`config.mk`:
```
export PLATFORM = sky130hd
export DESIGN_NAME = uart_rx_fifo_feeder_flat
export DESIGN_NICKNAME = d
export VERILOG_FILES = /design/src/rtl/uart_pkg.sv /design/src/rtl/uart_rx_fifo_feeder_if.sv /design/src/rtl/uart_baud_tick.sv /design/src/rtl/uart_rx_fifo_feeder.sv /design/src/flat_wrapper.sv
export SDC_FILE = /design/constraint.sdc
export NUM_CORES = 1
export LEC_CHECK = 0
export ABC_AREA = 1
export CAP_MARGIN = 15
export CORE_MARGIN = 2
export CORE_UTILIZATION = 59
export DETAILED_ROUTE_END_ITERATION = 12
export GPL_TIMING_DRIVEN = 0
export PLACE_DENSITY_LB_ADDON = 0.3
export SYNTH_ARGS = -nofsm -noshare
export SYNTH_HDL_FRONTEND = slang
export SYNTH_HIERARCHICAL = 1
export SYNTH_SLANG_ARGS = --single-unit
```
`constraint.sdc`:
```
create_clock -name clk_w -period 4.38 [get_ports clk_w]
set_input_delay 0.876 -clock clk_w [delete_from_list [all_inputs] [get_ports clk_w]]
set_output_delay 0.876 -clock clk_w [all_outputs]
set_load 0.02 [all_outputs]
```
`src/rtl/uart_pkg.sv`:
```
// Shared constants and state encoding for the UART receive path feeding the byte FIFO.
package uart_pkg;
  localparam int DATA_W  = 8;
  localparam int OVS_DEF = 16;
  localparam int DIV_DEF = 27;

  typedef enum logic [2:0] {
    ST_IDLE      = 3'd0,
    ST_START     = 3'd1,
    ST_DATA      = 3'd2,
    ST_STOP      = 3'd3,
    ST_WAIT_IDLE = 3'd4
  } state_e;
endpackage

```
`src/rtl/uart_rx_fifo_feeder_if.sv`:
```
// Write-side handshake between the UART receiver and the dual-clock byte FIFO.
interface uart_rx_fifo_feeder_if;
  import uart_pkg::*;
  logic              wr_en;
  logic [DATA_W-1:0] wr_data;
  logic              fifo_full;

  modport master (output wr_en, output wr_data, input fifo_full);
  modport slave  (input wr_en, input wr_data, output fifo_full);
endinterface

```
`src/rtl/uart_baud_tick.sv`:
```
// Oversample tick generator: one-cycle tick every DIV clk_w cycles, re-phased by restart.
module uart_baud_tick #(
  parameter int DIV = 27
) (
  input  logic clk_w,
  input  logic rst,
  input  logic restart,
  output logic tick
);
  localparam int CW = (DIV > 1) ? $clog2(DIV) : 1;
  localparam logic [CW-1:0] LAST = CW'(DIV - 1);

  logic [CW-1:0] cnt_q, cnt_d;

  assign tick = (cnt_q == LAST);

  always_comb begin
    cnt_d = cnt_q + CW'(1);
    if (restart || tick) cnt_d = '0;
  end

  always_ff @(posedge clk_w or posedge rst) begin
    if (rst) cnt_q <= '0;
    else     cnt_q <= cnt_d;
  end
endmodule

```
`src/rtl/uart_rx_fifo_feeder.sv`:
```
// 8N1 UART receiver that pushes each good byte into the FIFO write port,
// with sticky overrun / framing flags and a count of accepted bytes.
module uart_rx_fifo_feeder
  import uart_pkg::*;
#(
  parameter int DIV   = DIV_DEF,
  parameter int OVS   = OVS_DEF,
  parameter int CNT_W = 16
) (
  input  logic                  clk_w,
  input  logic                  rst,
  input  logic                  rx,
  input  logic                  err_clr,
  uart_rx_fifo_feeder_if.master fifo,
  output logic                  frame_err,
  output logic                  overrun,
  output logic                  busy,
  output logic [CNT_W-1:0]      rx_count
);
  localparam int TW = $clog2(OVS);
  localparam logic [TW-1:0] HALF_LAST = TW'(OVS / 2 - 1);
  localparam logic [TW-1:0] BIT_LAST  = TW'(OVS - 1);

  state_e            state_q;
  logic              rx_meta_q, rx_s_q;
  logic [TW-1:0]     tcnt_q;
  logic [2:0]        bitcnt_q;
  logic [DATA_W-1:0] shreg_q, shreg_d;
  logic              wr_en_q;
  logic [DATA_W-1:0] wr_data_q;
  logic              frame_err_q, overrun_q;
  logic [CNT_W-1:0]  rx_count_q;
  logic              tick, restart;

  // Synchroniser presets high so reset looks like an idle line.
  always_ff @(posedge clk_w or posedge rst) begin
    if (rst) begin
      rx_meta_q <= 1'b1;
      rx_s_q    <= 1'b1;
    end else begin
      rx_meta_q <= rx;
      rx_s_q    <= rx_meta_q;
    end
  end

  // Re-phase the tick counter on the start-bit edge so samples land mid-bit.
  assign restart = (state_q == ST_IDLE) && !rx_s_q;
  assign shreg_d = {rx_s_q, shreg_q[DATA_W-1:1]};

  uart_baud_tick #(.DIV(DIV)) u_tick (
    .clk_w   (clk_w),
    .rst     (rst),
    .restart (restart),
    .tick    (tick)
  );

  always_ff @(posedge clk_w or posedge rst) begin
    if (rst) begin
      state_q     <= ST_IDLE;
      tcnt_q      <= '0;
      bitcnt_q    <= '0;
      shreg_q     <= '0;
      wr_en_q     <= 1'b0;
      wr_data_q   <= '0;
      frame_err_q <= 1'b0;
      overrun_q   <= 1'b0;
      rx_count_q  <= '0;
    end else begin
      wr_en_q <= 1'b0;
      // Clear first so a set later in this block takes priority.
      if (err_clr) begin
        frame_err_q <= 1'b0;
        overrun_q   <= 1'b0;
      end
      unique case (state_q)
        ST_IDLE: begin
          if (!rx_s_q) begin
            state_q <= ST_START;
            tcnt_q  <= '0;
          end
        end
        ST_START: begin
          if (tick) begin
            if (tcnt_q == HALF_LAST) begin
              tcnt_q   <= '0;
              bitcnt_q <= '0;
              state_q  <= rx_s_q ? ST_IDLE : ST_DATA;
            end else begin
              tcnt_q <= tcnt_q + TW'(1);
            end
          end
        end
        ST_DATA: begin
          if (tick) begin
            if (tcnt_q == BIT_LAST) begin
              tcnt_q   <= '0;
              shreg_q  <= shreg_d;
              bitcnt_q <= bitcnt_q + 3'd1;
              if (bitcnt_q == 3'd7) state_q <= ST_STOP;
            end else begin
              tcnt_q <= tcnt_q + TW'(1);
            end
          end
        end
        ST_STOP: begin
          if (tick) begin
            if (tcnt_q == BIT_LAST) begin
              tcnt_q <= '0;
              if (rx_s_q) begin
                state_q <= ST_IDLE;
                if (!fifo.fifo_full) begin
                  wr_en_q    <= 1'b1;
                  wr_data_q  <= shreg_q;
                  rx_count_q <= rx_count_q + CNT_W'(1);
                end else begin
                  overrun_q <= 1'b1;
                end
              end else begin
                frame_err_q <= 1'b1;
                state_q     <= ST_WAIT_IDLE;
              end
            end else begin
              tcnt_q <= tcnt_q + TW'(1);
            end
          end
        end
        ST_WAIT_IDLE: begin
          if (rx_s_q) state_q <= ST_IDLE;
        end
        default: state_q <= ST_IDLE;
      endcase
    end
  end

  assign fifo.wr_en   = wr_en_q;
  assign fifo.wr_data = wr_data_q;
  assign frame_err    = frame_err_q;
  assign overrun      = overrun_q;
  assign busy         = (state_q != ST_IDLE);
  assign rx_count     = rx_count_q;
endmodule

```
`src/flat_wrapper.sv`:
```
// flat-port wrapper written by rule: the top's interface ports become plain ports
module uart_rx_fifo_feeder_flat import uart_pkg::*;
#(
  parameter int DIV   = DIV_DEF,
  parameter int OVS   = OVS_DEF,
  parameter int CNT_W = 16
)
  (clk_w, rst, rx, err_clr, frame_err, overrun, busy, rx_count, fifo_wr_en, fifo_wr_data, fifo_fifo_full);
  uart_rx_fifo_feeder_if fifo_i ();
  input  logic clk_w;
  input  logic rst;
  input  logic rx;
  input  logic err_clr;
  output logic frame_err;
  output logic overrun;
  output logic busy;
  output logic [CNT_W-1:0] rx_count;
  output wire logic [$bits(fifo_i.wr_en)-1:0] fifo_wr_en;
  output wire logic [$bits(fifo_i.wr_data)-1:0] fifo_wr_data;
  input wire logic [$bits(fifo_i.fifo_full)-1:0] fifo_fifo_full;
  assign fifo_wr_en = fifo_i.wr_en;
  assign fifo_wr_data = fifo_i.wr_data;
  assign fifo_i.fifo_full = fifo_fifo_full;
  uart_rx_fifo_feeder #(.DIV(DIV), .OVS(OVS), .CNT_W(CNT_W)) u_core (.clk_w(clk_w), .rst(rst), .rx(rx), .err_clr(err_clr), .fifo(fifo_i), .frame_err(frame_err), .overrun(overrun), .busy(busy), .rx_count(rx_count));
endmodule
```
==> metrics.txt <==
Max VDD drop=0.329 mV; Worst-Skew Late Latency=about 0.30 ns; I/O Pins=33; first-pass GRT wire length=approximately 8300 um; routed wire length=approximately 4800 um; clk root buf=clkbuf_8; Reg power frac=roughly three fifths; delay of the slowest critical-path stage=roughly 0.60 ns; critical path peak fanout=6; # diodes=0; Setup Viol. Count Final=0; die area=4970 um^2; cts hold-fix bufs=0; sw power=around 170 uW; internal power=slightly above 600 uW; clock slew at reported path FFs=about 0.090 ns; # DRC=0; ratio of final minimum period to clock period=between 50% and 60%; syn_nets=roughly 320; layout cells sized above 1=between 10 and 15%; drt first pass iters=4; PostCTS Resize Cnt=0; Yosys cell types=27; Slowest cell on crit path=clkdlybuf4s50_1; Nets=358; # port buffers=32; Post-Syn Area=about 2600 um^2; placed cell areas=between 3000 and 4000 um^2; post-synthesis adder-cell area fraction=2.88%; Die X=~70 um; worst slew pin tran=between 0.3 and 0.4 ns; Setup CP Type=register to primary output; post-detailed-route via-to-cell ratio=roughly 5.2; hpwl dp=3530 um; Synth Area per Inst=about 8.5 um^2; initial core utilization=60.7%; Vias=2095; Layout area overhead=19.3%; worst hold path type=register to register; CP startpoint kind=register; DR iter-0 viols=between 100 and 150; Core Area=4290 um^2; vias in the first global route=about 2000; Final Hold Viols=0; Achievable Freq=roughly 400 MHz; mux contribution to synthesized area=0%; largest family of logic cells by synthesized area=simple AND/OR/NAND/NOR gates; Sw Share=about a fifth; Cell Chain, Critical Path=inv_1, nand2_1, clkdlybuf4s50_1; antenna violations before repair=0; outcome=completed; Clk pwr share=36.3%; GRT overflow=0; compound-gate portion of the synthesized area=7.49%; pwr dens=~250 nW/um^2; max_slew headroom=75.7%; fin area=between 3000 and 4000 um^2; TritonCTS Sinks=52; minimum clock period=2.51 ns; Post-Synthesis Cells=307; simple-gate area share of the yosys netlist=between 20 and 30%; final hold slack=about 0.36 ns; RD Place Congestion=0.887; Critical Path Sink Type=primary output; xor and xnor fraction of the mapped netlist area=roughly 3.4%; ANT nets after route=0; register bit total from synthesis=between 50 and 60; clock tree buffer depth=2; sequential element share of the synthesized area=roughly 50%; total power=a little under 800 uW; Pleak=around 1.5 nW; Final TNS setup=0 ns; Avg WL per Cell=11.9 um; RSZ-0062 raised after global routing=false; crit path DAT=between 1.5 and 2 ns; all-layer global routing usage=20.6%; CTS buffer count=5; std cell rows=24; H-tree level count=2; largest net degree at the start of global routing=39; Post-CTS Setup Inserts=0; # Max-Cap Violations=0; CTS tree=done; Required @ worst endpoint=approximately 3.5 ns; Synth warnings=6; Layout Utilization=~72%; Worst Skew=~0.0089 ns; Logic pwr share=2.1%; Die Y=about 70 um; max-slew violations=0
logic make-up after synthesis:
family	Yosys count
flip-flops	52
AND/OR/NAND/NOR	168
buffers and inverters	39
adder cells (fa/ha/maj)	6
AO/OA/AOI/OAI	32
XOR/XNOR	10
power by group through the flow:
stage	logic (mW)	registers, mW	clock network, mW
finish	0.0167	0.482	0.284
global route	0.0196	0.482	0.311
CTS	0.0175	0.482	0.293
detailed placement	0.0175	0.492	0
global placement	0.0149	0.492	0
floorplan	0.00845	0.491	0
cell usage after synthesis:
cell / number / share of area (%)
a31oi_1: 1 / 0.24
inv_1: 34 / 4.9
o21ai_0: 19 / 3.6
buf_8: 1 / 0.58
o21ai_1: 2 / 0.38
inv_2: 1 / 0.14
xnor2_1: 5 / 1.7
nand3_4: 1 / 0.67
a21oi_1: 3 / 0.58
xor2_1: 5 / 1.7
nor2_4: 4 / 1.7
nor2_2: 3 / 0.72
nand2_1: 93 / 13
o21ai_2: 6 / 2.0
nand3_2: 1 / 0.38
nor3_1: 2 / 0.38
a21oi_4: 1 / 0.62
dfrtp_1: 50 / 48
nand2_4: 1 / 0.43
nand3b_1: 1 / 0.29
ha_1: 6 / 2.9
dfstp_2: 2 / 2.0
buf_6: 3 / 1.3
nand2_2: 5 / 1.2
nor2_1: 27 / 3.9
nand4_1: 10 / 2.4
nand3_1: 20 / 3.8
cell usage in the layout, fill, tap and decap left out, drive strengths merged:
master / n
inv: 36
nand4: 10
clkdlybuf4s50: 32
buf: 5
nand2: 99
a31oi: 1
dfstp: 2
o21ai: 27
ha: 6
a21oi: 4
nor3: 2
nand3b: 1
clkbuf: 6
clkinv: 1
nor2: 34
xor2: 5
xnor2: 5
nand3: 22
dfrtp: 50
path summary, 6_finish.rpt:
kind	to	cells past startpoint	startpoint	slack (ns)
max	busy	3	u_core/state_q[2]	1.87
min	u_core/rx_s_q	0	u_core/rx_meta_q	0.36
max reg2reg	u_core/rx_count[6]	13	u_core/u_tick/cnt_q[0]	2.50
min reg2reg	u_core/rx_s_q	0	u_core/rx_meta_q	0.36
max in group asynchronous	u_core/rx_s_q	3	rst	3.05
min in group asynchronous	u_core/u_tick/cnt_q[3]	2	rst	0.80
worst max-delay path, delay by kind of cell (launching register included):
| family | cells | cell delay [ns] |
|---|---|---|
| buffers and inverters | 2 | 0.75 |
| DFF | 1 | 0.46 |
| and+or+nand+nor | 1 | 0.12 |
registers in the layout, summed over array words and instances (netlist names):
name,cells
u_core/bitcnt_q,3
u_core/fifo.wr_data,8
u_core/fifo.wr_en,1
u_core/frame_err,1
u_core/overrun,1
u_core/rx_count,16
u_core/rx_meta_q,1
u_core/rx_s_q,1
u_core/shreg_q,8
u_core/state_q,3
u_core/tcnt_q,4
u_core/u_tick/cnt_q,5
through the flow:
stage	std cells	setup WS (ns)
after floorplan	307	2.39
after global placement	391	1.49
after detailed placement	392	2.12
after CTS	400	1.89
after global routing	400	1.79
final	400	1.87
final cells by class:
class | count | area [um^2]
Sequential cell | 52 | 1300
Fill cell | 322 | 1190
Multi-Input combinational cell | 216 | 1120
Timing Repair Buffer | 33 | 340
Inverter | 35 | 131
Clock buffer | 6 | 82.6
Tap cell | 52 | 65.1
Buffer | 4 | 48.8
Clock inverter | 2 | 13.8
layer usage:
metal | wire (um) | GRT usage, %
met5 | 0 | 0
met1 | 2220 | 27.1
met2 | 2280 | 33.9
met3 | 209 | 4.47
met4 | 57 | 7.05
No activity file was read; power rests on OpenSTA's default activity.
